### src/rtl/ps2_key_encoder.sv
// PS/2 keyboard front-end: synchronises and filters the raw PS/2 lines, deserialises
// device-to-host frames and folds E0/F0 prefixes into one toggle-strobed event word.
module ps2_key_encoder #(
  parameter int FILTER_LEN     = 8,
  parameter int TIMEOUT_CYCLES = 96000
) (
  input  logic        clk,
  input  logic        reset_n,
  input  logic        ps2_clk_i,
  input  logic        ps2_data_i,
  output logic [10:0] ps2_key,
  output logic        frame_err,
  output logic        busy
);

  localparam logic [7:0]  FILTER_MAX  = 8'(FILTER_LEN - 1);
  localparam logic [16:0] TIMEOUT_VAL = 17'(TIMEOUT_CYCLES);

  typedef enum logic {
    IDLE  = 1'b0,
    SHIFT = 1'b1
  } frame_state_t;

  logic         clk_s1, clk_s2;
  logic         data_s1, data_s2;
  logic         clk_filt;
  logic [7:0]   hold_cnt;
  logic         fall_edge;

  frame_state_t state;
  logic [3:0]   bit_cnt;
  logic [7:0]   shift_reg;
  logic         parity_bit;
  logic [16:0]  timeout_cnt;
  logic         ext_flag;
  logic         brk_flag;
  logic         frame_ok;

  // Synchronisers reset to the idle-high line level so release from reset
  // never looks like a falling edge.
  always_ff @(posedge clk or negedge reset_n) begin
    if (!reset_n) begin
      clk_s1  <= 1'b1;
      clk_s2  <= 1'b1;
      data_s1 <= 1'b1;
      data_s2 <= 1'b1;
    end else begin
      clk_s1  <= ps2_clk_i;
      clk_s2  <= clk_s1;
      data_s1 <= ps2_data_i;
      data_s2 <= data_s1;
    end
  end

  // The filtered clock only follows the synchronised clock once it has
  // disagreed for FILTER_LEN consecutive cycles.
  always_ff @(posedge clk or negedge reset_n) begin
    if (!reset_n) begin
      clk_filt <= 1'b1;
      hold_cnt <= 8'd0;
    end else if (clk_s2 == clk_filt) begin
      hold_cnt <= 8'd0;
    end else if (hold_cnt == FILTER_MAX) begin
      clk_filt <= clk_s2;
      hold_cnt <= 8'd0;
    end else begin
      hold_cnt <= hold_cnt + 8'd1;
    end
  end

  assign fall_edge = clk_filt && !clk_s2 && (hold_cnt == FILTER_MAX);

  // Odd parity across data plus parity bit, and the stop bit being sampled now.
  assign frame_ok = (^{shift_reg, parity_bit}) && data_s2;

  always_ff @(posedge clk or negedge reset_n) begin
    if (!reset_n) begin
      state       <= IDLE;
      bit_cnt     <= 4'd0;
      shift_reg   <= 8'd0;
      parity_bit  <= 1'b0;
      timeout_cnt <= 17'd0;
      ext_flag    <= 1'b0;
      brk_flag    <= 1'b0;
      ps2_key     <= 11'd0;
      frame_err   <= 1'b0;
      busy        <= 1'b0;
    end else begin
      frame_err <= 1'b0;
      case (state)
        IDLE: begin
          timeout_cnt <= 17'd0;
          if (fall_edge) begin
            if (!data_s2) begin
              state   <= SHIFT;
              bit_cnt <= 4'd1;
              busy    <= 1'b1;
            end else begin
              frame_err <= 1'b1;
              ext_flag  <= 1'b0;
              brk_flag  <= 1'b0;
            end
          end
        end

        SHIFT: begin
          if (fall_edge) begin
            timeout_cnt <= 17'd0;
            if (bit_cnt <= 4'd8) begin
              shift_reg <= {data_s2, shift_reg[7:1]};
              bit_cnt   <= bit_cnt + 4'd1;
            end else if (bit_cnt == 4'd9) begin
              parity_bit <= data_s2;
              bit_cnt    <= 4'd10;
            end else begin
              state   <= IDLE;
              bit_cnt <= 4'd0;
              busy    <= 1'b0;
              if (!frame_ok) begin
                frame_err <= 1'b1;
                ext_flag  <= 1'b0;
                brk_flag  <= 1'b0;
              end else if (shift_reg == 8'hE0) begin
                ext_flag <= 1'b1;
              end else if (shift_reg == 8'hF0) begin
                brk_flag <= 1'b1;
              end else begin
                ps2_key  <= {~ps2_key[10], ~brk_flag, ext_flag, shift_reg};
                ext_flag <= 1'b0;
                brk_flag <= 1'b0;
              end
            end
          end else if (timeout_cnt == TIMEOUT_VAL) begin
            state       <= IDLE;
            bit_cnt     <= 4'd0;
            busy        <= 1'b0;
            timeout_cnt <= 17'd0;
            frame_err   <= 1'b1;
            ext_flag    <= 1'b0;
            brk_flag    <= 1'b0;
          end else begin
            timeout_cnt <= timeout_cnt + 17'd1;
          end
        end

        default: state <= IDLE;
      endcase
    end
  end

endmodule

### config.mk
export PLATFORM = sky130hd
export DESIGN_NAME = ps2_key_encoder
export DESIGN_NICKNAME = d
export VERILOG_FILES = /design/src/rtl/ps2_key_encoder.sv
export SDC_FILE = /design/constraint.sdc
export NUM_CORES = 1
export LEC_CHECK = 0
export ABC_AREA = 0
export BUFFER_PORTS_ARGS = -buffer_cell sky130_fd_sc_hd__buf_2
export CAP_MARGIN = 20
export CORE_ASPECT_RATIO = 1.5
export CORE_UTILIZATION = 44
export DETAILED_ROUTE_END_ITERATION = 12
export PLACE_DENSITY_LB_ADDON = 0.08
export SLEW_MARGIN = 40
export SYNTH_ARGS = -nofsm -noshare
export SYNTH_HDL_FRONTEND = slang
export SYNTH_SLANG_ARGS = --single-unit
### constraint.sdc
create_clock -name clk -period 2.7 [get_ports clk]
set_input_delay 0.135 -clock clk [delete_from_list [all_inputs] [get_ports clk]]
set_output_delay 0.135 -clock clk [all_outputs]
set_load 0.02 [all_outputs]
==> results of run 1 <==
==> cells by family (layout without fill, tap and decap cells) <==
group | Yosys count | count (layout) | synth area share
fa+ha+maj | 7 | 7 | 0.0304
buf+inv | 20 | 57 | 0.0291
mux | 13 | 13 | 0.0569
simple gates | 98 | 98 | 0.185
flops | 59 | 59 | 0.515
xor+xnor | 29 | 29 | 0.0930
compound gates | 40 | 40 | 0.0904
==> worst max-delay path by stage <==
stage | start | to | depth (start not counted)
3_3_place_gp | hold_cnt[0]$_DFF_PN0_ | ps2_key[1]$_DFFE_PN0P_ | 6
5_1_grt | hold_cnt[0]$_DFF_PN0_ | ps2_key[5]$_DFFE_PN0P_ | 6
3_5_place_dp | hold_cnt[0]$_DFF_PN0_ | ps2_key[8]$_DFFE_PN0P_ | 6
4_1_cts | hold_cnt[0]$_DFF_PN0_ | ps2_key[5]$_DFFE_PN0P_ | 6
6_report | hold_cnt[0]$_DFF_PN0_ | ps2_key[5]$_DFFE_PN0P_ | 6
2_1_floorplan | hold_cnt[0]$_DFF_PN0_ | ps2_key[1]$_DFFE_PN0P_ | 7
==> routing by layer <==
layer	share of wire	GRT usage	wire length [um]	vias up
met5	0	0	0	-
met1	0.44	0.194	2360	975
met2	0.51	0.302	2730	26
met3	0.022	0.0419	115	12
met4	0.023	0.0946	123	0
li1	-	-	-	1003
==> power by group through the flow <==
stage          Sequential [W]  Clock (W)  Combinational (W)
4_1_cts              0.000932   0.000807          0.0000936
2_1_floorplan        0.000938          0          0.0000628
6_report             0.000933   0.000787          0.0000906
3_5_place_dp         0.000948          0          0.0000898
5_1_grt              0.000937   0.000843           0.000104
3_3_place_gp         0.000947          0          0.0000896
==> cell usage in the layout (no fill, tap or decap), types with 3 or more instances in the layout <==
cell type,n
buf_2,16
xor2_1,15
and3_1,7
nand3_1,14
dfrtp_1,54
nor4_1,4
dfstp_2,5
a31oi_1,3
nand4_1,4
dlygate4sd3_1,3
a21oi_1,6
o21ai_0,11
mux2_4,5
o211ai_1,3
xnor2_1,13
nor3_1,8
clkinv_2,3
a21o_1,3
nor2_1,30
ha_1,7
o31ai_1,5
mux2_2,7
nor2b_1,3
clkbuf_8,10
nand2_1,11
inv_1,15
buf_4,7
==> metrics by stage <==
| stage | instances | util | hold slack [ns] | power, W |
|---|---|---|---|---|
| 6_report | 377 | 0.531 | 0.341 | 0.00181 |
| 5_1_grt | 377 | 0.531 | 0.359 | 0.00188 |
| 4_1_cts | 377 | 0.531 | 0.345 | 0.00183 |
| 3_5_place_dp | 358 | 0.495 | 0.174 | 0.00104 |
| 3_3_place_gp | 358 | 0.495 | 0.176 | 0.00104 |
| 2_1_floorplan | 266 | - | -0.161 | 0.00100 |
==> layout make-up <==
cell class	count	area [sq um]	share of cell area
clock buffer	11	141	0.0428
clock inverter	5	52.6	0.0159
inverter	15	56.3	0.0171
multi-input combinational	187	1310	0.398
sequential	59	1480	0.449
tap	74	92.6	0.0280
timing repair buffer	26	163	0.0493
==> critical path: cells and delay by family, from the launching register on <==
family        cells  cell delay, ns
mux               1            0.32
flops             1            0.40
simple gates      4            1.37
fa+ha+maj         1            0.26
==> run metrics, run 1 <==
worst-skew pair later-pin latency 0.33 ns; Initial Util 0.463; first-pass GRT wire length 8820 um; Arrival @ worst endpoint 2.68 ns; CTS root buffer clkbuf_8; outcome finished clean; initial antenna violation count 0; RSZ-0062 raised after global routing false; Biggest register timeout_cnt; CTS Buf Count 9; Clock transition at path regs 0.07 ns; yosys warns 0; IO Pins 17; slowest CP cell or3_4; Async SR Flop Fraction 1.00; worst-path fanout max 11; Antenna Nets Post-Route 0; number of synthesized register bits 59; final worst slack 0.233 ns; # H-tree levels 3; fin. max-slew vios 0; max frequency 405 MHz; Synth top area share 0.469; NetSw 0.000418 W; EDFF count, synth 0; Worst path max stage delay 0.46 ns; Int Pwr 0.00139 W; total wire length 5330 um; Area Overhead vs Synth 14.6%; R2R Setup Slk 0.23 ns; pre-CTS setup slack 0.224 ns; maximum vdd ir drop 0.422 mV; CORE AREA 6220 sq um; Final #Nets 309; clock share of power 0.435; Synth top cells by count dfrtp_1, nor2_1, inv_1, xor2_1, nand3_1; CTS resizes 0; vias per inst 5.35; WP data required 2.92 ns; share of post-route cells with drive strength above 1 0.198; Fin. Hold Viols 0; count leader, synth dfrtp_1; placed wire-length estimate 3840 um; Vias 2016; top post-synthesis cells by area dfrtp_1, dfstp_2, xor2_1; CTS sink count 59; Crit Reg-Reg Startpoint hold_cnt[0]$_DFF_PN0_; Sw Share 0.231; largest net degree at the start of global routing 28; endpoints failing setup 0; critical path type flop to flop; Gate Count Post-Synth 266; Post-Syn Area per Cell 10.8 sq um; clk_skew 0.00795 ns; fin crit share 0.914; Cell variety after synth 49; CTS tree built; clk buf depth 2; Die ar. 6880 sq um; Syn Nets 277; leakage 1.54 nW; synthesized area 2880 sq um; Startpoint Class flop; Hold-fix buffers, CTS 3; First-pass DRT Iterations 4; post-synth top area cell dfrtp_1; GRT Resource Usage Total 0.176; largest registers timeout_cnt (17), ps2_key (11); Power Density 548 nW/um^2; Port Buffers 16; Routed WL per cell 14.1 um; Largest register FFs 17; Cell Rows 35; Seq/Total Area, Yosys 0.515; setup TNS 0 ns; CP Cell Sequence ha_1 -> nor2b_1 -> nand4_2 -> or3_4 -> or3_4 -> mux2_4; first-iteration detailed-routing DRC count 75; worst r2r dst ps2_key[5]$_DFFE_PN0P_; DRC 0; Die Y 101 um; sequential group share of total power 0.515; Placed Area 3080 sq um; global route overflow 0; post-route cell area 3300 sq um; setup bufs post-CTS 0; class of the worst hold path input pin to async pin; worst slew pin tran 0.701 ns; # fillers 581; ys flop type dfrtp_1; Slew HR 0.528; crit path capture type flop; Max Cap Viol 0; Tmin final 2.47 ns; die span in x 68.1 um; Top cell by count, worst path or3_4; number of global-route vias before repair 1964; Routability Congestion 0.821; Comb power frac 0.050; Ant. Diodes 0; R2R depth 6
No activity file was read; power rests on OpenSTA's default activity.
==> run 2: changes to the inputs <==
ABC_AREA = 1   (was 0)
TNS_END_PERCENT = 1   (was not set)
==> run 2 against run 1 <==
Final area increased by 0.83%. Critical path depth increased by 3. Worst setup slack improved by 0.49 ns. Non-clock buffer count decreased by 5. Die area increased by 1.3%. Count of clock-buffer cells in the layout unchanged. Total power increased by 8.7%. Maximum frequency increased by 25%. Synthesized cell count increased by 32%. Cell count increased by 22%. Combinational power increased by 28%.
==> run metrics, run 2 <==
maximum vdd ir drop 0.367 mV (-13%); synthesized area 2920 sq um (+1.3%); Placed Area 3070 sq um (-0.28%); crit path capture type flop; number of global-route vias before repair 2295 (+17%); total wire length 5890 um (+11%); outcome finished clean; Post-Synth Simple-Gate Area 0.295 (+0.110); Ant. Diodes 0 (unchanged); Compound-Gate Fraction of Synth Area 0.0763 (-0.0141); Hold EP clk_s2$_DFF_PN1_; count leader, synth nand2_1; CORE AREA 6440 sq um (+3.6%); worst-path fanout max 12 (+1); class of the worst hold path flop to flop; EDFF count, synth 0 (unchanged); commonest non-fill, non-tap cell in the layout nand2_1; Final #Nets 390 (+26%); Cell Rows 36 (+2.9%); RSZ-0062 raised after global routing false; Die Y 102 um (+0.66%); Max Cap Viol 0 (unchanged); Gate Count Post-Synth 352 (+32%); # H-tree levels 3 (unchanged); R2R Setup Slk 0.72 ns (+0.49 ns); die span in x 68.5 um (+0.65%); Routed WL per cell 12.8 um (-9.4%); Fin. Hold Viols 0 (unchanged); fin crit share 0.733 (-0.180); most frequent cells in the layout nand2_1, dfrtp_1, inv_1; Slew HR 0.630 (+0.101); leakage 1.65 nW (+7.4%); Seq/Total Area, Yosys 0.508 (-0.00684); Clock transition at path regs 0.07 ns (about the same); hold wc startpoint clk_s1$_DFF_PN1_; clk_skew 0.0107 ns (+0.00278 ns); Syn Nets 363 (+31%); Startpoint Class flop; first-pass GRT wire length 9780 um (+11%); First-pass DRT Iterations 4 (unchanged); clk buf depth 2 (unchanged); worst hold slack 0.355 ns (+0.0134 ns); Post-Syn Area per Cell 8.29 sq um (-23%); largest family of logic cells by synthesized area simple AND/OR/NAND/NOR gates; Synth top area share 0.463 (-0.00623); number of synthesized register bits 59 (unchanged); ys flop type dfrtp_1; DRC 0 (unchanged); largest net degree at the start of global routing 60 (+110%); # fillers 608 (+4.6%); worst r2r dst ps2_key[7]$_DFFE_PN0P_; top post-synthesis cells by area dfrtp_1, nand2_1, inv_1; post-synth top area cell dfrtp_1; worst-skew pair later-pin latency 0.35 ns (+0.02 ns); Arrival @ worst endpoint 2.22 ns (-0.46 ns); placed wire-length estimate 4310 um (+12%); GRT Resource Usage Total 0.193 (+0.0168); CTS root buffer clkbuf_8; CTS sink count 59 (unchanged); Power Density 591 nW/um^2 (+7.8%); Adder-Cell Fraction of Synth Area 0.0300 (-0.000404); first-iteration detailed-routing DRC count 110 (+47%); Tmin final 1.98 ns (-0.487 ns); Vias 2330 (+16%); Async SR Flop Fraction 1.00 (unchanged); CTS tree built; R2R depth 9 (+3); Area Overhead vs Synth 14.1%; Largest register FFs 17 (unchanged); Biggest register timeout_cnt; Antenna Nets Post-Route 0 (unchanged); setup TNS 0 ns (unchanged); Synth top cells by count nand2_1, dfrtp_1, inv_1; multiplexer share of the synthesized area 0 (-0.0569); Routability Congestion 0.784 (-4.5%); IO Pins 17 (unchanged); fin. max-slew vios 0 (unchanged); critical path type flop to flop; initial antenna violation count 0 (unchanged); Crit Reg-Reg Startpoint bit_cnt[0]$_DFFE_PN0P_; Port Buffers 16 (unchanged); Synth Area in XOR/XNOR 0.0150 (-0.0780); vias per inst 5.07 (-5.3%); max frequency 505 MHz (+25%); Initial Util 0.453 (-0.00999); CTS resizes 0 (unchanged); share of post-route cells with drive strength above 1 0.143 (-0.0548); largest registers timeout_cnt (17), ps2_key (11); worst slew pin tran 0.551 ns (-0.151 ns); Die ar. 6970 sq um (+1.3%); post-route cell area 3330 sq um (+0.83%); global route overflow 0 (unchanged); endpoints failing setup 0 (unchanged); Hold Path Cell Cnt 0; CTS Buf Count 9 (unchanged); yosys warns 0 (unchanged); Cell variety after synth 34 (-31%); WP data required 2.94 ns (+0.02 ns)
[run 2: final cells by class]
class,instances,area (sq um),share of cell area
sequential,59,1480,0.445
tap,76,95.1,0.0286
multi-input combinational,240,1220,0.365
timing repair buffer,21,129,0.0387
clock inverter,5,75.1,0.0225
inverter,48,180,0.0541
clock buffer,11,151,0.0455
[run 2: logic make-up (layout without fill, tap and decap cells)]
group | after synthesis | in the layout
and+or+nand+nor | 188 | 188
DFF | 59 | 59
xor gates and xnor gates | 5 | 5
AOI/OAI and AO/OA | 40 | 40
buffers and inverters | 53 | 85
adders and majority gates | 7 | 7
[run 2: metrics by stage]
stage	power, W	util	setup WS [ns]	instances
floorplan	0.00103	-	1.05	352
detailed placement	0.00107	0.476	0.682	441
finish	0.00197	0.517	0.720	460
global route	0.00205	0.517	0.487	460
global placement	0.00107	0.476	0.708	441
CTS	0.00199	0.516	0.669	460
[run 2: timing repair]
item	in CTS	in global routing
endpoints found under the hold margin	56	0
buffers inserted	0	0
hold buffers	3	0
[run 2: how the worst max path moves through the flow]
stage	start	depth (start not counted)	to	slack, ns
after global routing	hold_cnt[0]$_DFF_PN0_	10	ps2_key[10]$_DFFE_PN0P_	0.49
after floorplan	hold_cnt[0]$_DFF_PN0_	11	ps2_key[0]$_DFFE_PN0P_	1.05
final	bit_cnt[0]$_DFFE_PN0P_	9	ps2_key[7]$_DFFE_PN0P_	0.72
after global placement	bit_cnt[0]$_DFFE_PN0P_	9	ps2_key[9]$_DFFE_PN0P_	0.71
after detailed placement	hold_cnt[0]$_DFF_PN0_	10	ps2_key[7]$_DFFE_PN0P_	0.68
after CTS	hold_cnt[0]$_DFF_PN0_	10	ps2_key[7]$_DFFE_PN0P_	0.67
[run 2: report_power, final]
| part | internal (W) | switching (W) | total [W] |
|---|---|---|---|
| combinational | 0.0000375 | 0.0000783 | 0.000116 |
| sequential | 0.000921 | 0.0000211 | 0.000942 |
| clock | 0.000565 | 0.000345 | 0.000910 |
[run 2: critical path: stages, from the launching register on]
cell	delay, ns
dfrtp_1	0.41
inv_1	0.10
ha_1	0.23
a21oi_2	0.18
o21ai_0	0.21
nor3_2	0.22
buf_4	0.20
nand2_2	0.16
nand2_1	0.10
nand2_1	0.06
[run 2: per-layer routing]
| layer | global-route usage | vias to the layer above | part of all wire |
|---|---|---|---|
| met5 | 0 | - | 0 |
| met4 | 0.112 | 0 | 0.023 |
| met3 | 0.0304 | 11 | 0.019 |
| met2 | 0.358 | 22 | 0.56 |
| met1 | 0.193 | 1106 | 0.40 |
| li1 | - | 1191 | - |
==> run 3: changes to the inputs <==
clock period = 1.6 ns   (was 2.7 ns; I/O delays follow)
==> run 3 against run 2 <==
Final area grew 15%. Routed wire length grew 1.8%. Critical endpoint is now bit_cnt[0]$_DFFE_PN0P_. The flow now finishes with violations (negative setup slack). Largest cell class unchanged. Core utilization grew 7.9 points. Highest routed layer unchanged. Combinational power grew 120%. Die area is the same. Clock power grew 82%. Cell count grew 11%.
==> run metrics, run 3 (synthesis gave the netlist of run 2 again) <==
Port Buffers 16 (unchanged); Initial Util 0.453 (unchanged); WP data required 1.88 ns (-1.06 ns); CTS sink count 59 (unchanged); Die ar. 6970 sq um (unchanged); largest registers timeout_cnt (17), ps2_key (11); die span in x 68.5 um (unchanged); GRT Resource Usage Total 0.203 (+0.0100); sequential group share of total power 0.453 (-0.026); total wire length 6000 um (+1.8%); outcome complete, but fails checks; crit path capture type flop; Die Y 102 um (unchanged); IO Pins 17 (unchanged); Vias 2510 (+7.7%); share of post-route cells with drive strength above 1 0.280 (+0.137); Final #Nets 441 (+13%); leakage 1.94 nW (+18%); Area Overhead vs Synth 31.5%; class of the worst hold path input pin to async pin; pre-CTS setup slack -0.159 ns (-0.841 ns); worst hold slack 0.218 ns (-0.137 ns); Fin. Hold Viols 0 (unchanged); final worst slack -0.163 ns (-0.883 ns); fin crit share 1.10 (+0.369); worst-skew pair later-pin latency 0.35 ns (about the same); Arrival @ worst endpoint 2.04 ns (-0.18 ns); max frequency 567 MHz (+12%); Comb power frac 0.072 (+0.013); Biggest register timeout_cnt; Largest register FFs 17 (unchanged); maximum vdd ir drop 0.712 mV (+94%); NetSw 0.000771 W (+73%); Ant. Diodes 0 (unchanged); First-pass DRT Iterations 5 (+1); post-route cell area 3840 sq um (+15%); Power Density 911 nW/um^2 (+54%); # H-tree levels 3 (unchanged); clock share of power 0.475 (+0.013); number of global-route vias before repair 2474 (+7.8%); Int Pwr 0.00273 W (+79%); Placed Area 3480 sq um (+13%); critical path type flop to flop; Core Util, Final 0.596 (+0.0793); vias per inst 4.91 (-3.0%); CORE AREA 6440 sq um (unchanged); clk buf depth 2 (unchanged); Cell Rows 36 (unchanged); R2R depth 11 (+2); commonest non-fill, non-tap cell in the layout nand2_1; Slew HR 0.687 (+0.0577); CTS tree built; clk_skew 0.00659 ns (-0.00414 ns); placed wire-length estimate 4520 um (+4.9%); CTS root buffer clkbuf_8; endpoints failing setup 33 (+33); Routability Congestion 0.860 (+9.7%); fin. max-slew vios 0 (unchanged); Tmin final 1.76 ns (-0.217 ns); Startpoint Class flop; Sw Share 0.220 (-0.00580); most frequent cells in the layout nand2_1, dfrtp_1, buf_4; Max Cap Viol 0 (unchanged); failing checks negative setup slack; global route overflow 0 (unchanged); RSZ-0062 raised after global routing true; largest net degree at the start of global routing 25 (-58%); initial antenna violation count 0 (unchanged); CTS Buf Count 9 (unchanged); Clock transition at path regs 0.07 ns (about the same); first-iteration detailed-routing DRC count 76 (-31%); DRC 0 (unchanged); worst slew pin tran 0.469 ns (-0.0814 ns); worst-path fanout max 4 (-8); first-pass GRT wire length 10300 um (+5.5%); Routed WL per cell 11.7 um (-8.3%); Antenna Nets Post-Route 0 (unchanged)
## run 3: area by class of cell
| cell class | count | area, sq um |
|---|---|---|
| clock buffer | 11 | 141 |
| multi-input combinational | 240 | 1280 |
| inverter | 48 | 183 |
| fill | 588 | 2600 |
| timing repair buffer | 72 | 562 |
| clock inverter | 5 | 100 |
| sequential | 59 | 1480 |
| tap | 76 | 95.1 |
## run 3: path summary, 6_finish.rpt
path,startpoint,endpoint,slack (ns)
min in group clk,clk_s1$_DFF_PN1_,clk_s2$_DFF_PN1_,0.36
max in group asynchronous,reset_n,bit_cnt[2]$_DFFE_PN0P_,0.90
hold / removal,reset_n,shift_reg[6]$_DFFE_PN0P_,0.22
hold reg to reg,clk_s1$_DFF_PN1_,clk_s2$_DFF_PN1_,0.36
setup / recovery,timeout_cnt[1]$_DFF_PN0_,bit_cnt[0]$_DFFE_PN0P_,-0.16
setup reg to reg,timeout_cnt[1]$_DFF_PN0_,bit_cnt[0]$_DFFE_PN0P_,-0.16
## run 3: repair_timing
action                                  in CTS  in global routing
endpoints found under the setup margin      28                 43
gates resized for setup                      7                 16
hold endpoints to repair                    13                  0
buffers inserted                             1                  2
hold buffers                                 3                  0
pin swaps                                    1                 10
## run 3: worst max-delay path, stage by stage (launching register included)
cell     delay (ns)
dfrtp_1        0.40
inv_1          0.07
ha_2           0.16
nand4_1        0.15
nor3_1         0.21
nand2_1        0.11
nand2_2        0.12
nand2_2        0.08
nor2_4         0.16
buf_6          0.13
nor2_2         0.03
a21oi_2        0.09
## run 3: through the flow
| step | cells | setup TNS [ns] | total power (W) |
|---|---|---|---|
| 3_3_place_gp | 489 | -1.68 | 0.00185 |
| 6_report | 511 | -2.33 | 0.00350 |
| 4_1_cts | 509 | -1.43 | 0.00355 |
| 5_1_grt | 511 | -7.68 | 0.00364 |
| 3_5_place_dp | 489 | -2.20 | 0.00186 |
| 2_1_floorplan | 352 | -0.263 | 0.00173 |
## run 3: power groups by stage
stage / combinational, W / sequential [W] / clock (W)
floorplan: 0.000125 / 0.00161 / 0
global placement: 0.000240 / 0.00161 / 0
detailed placement: 0.000245 / 0.00161 / 0
CTS: 0.000252 / 0.00158 / 0.00171
global route: 0.000289 / 0.00159 / 0.00176
finish: 0.000252 / 0.00159 / 0.00166
## run 3: layer usage
layer | global-route usage | up-vias | routed length (um) | part of all wire
li1 | - | 1291 | - | -
met1 | 0.210 | 1153 | 2530 | 0.42
met2 | 0.350 | 42 | 3070 | 0.51
met3 | 0.0417 | 24 | 132 | 0.022
met4 | 0.146 | 0 | 265 | 0.044
met5 | 0 | - | 0 | 0
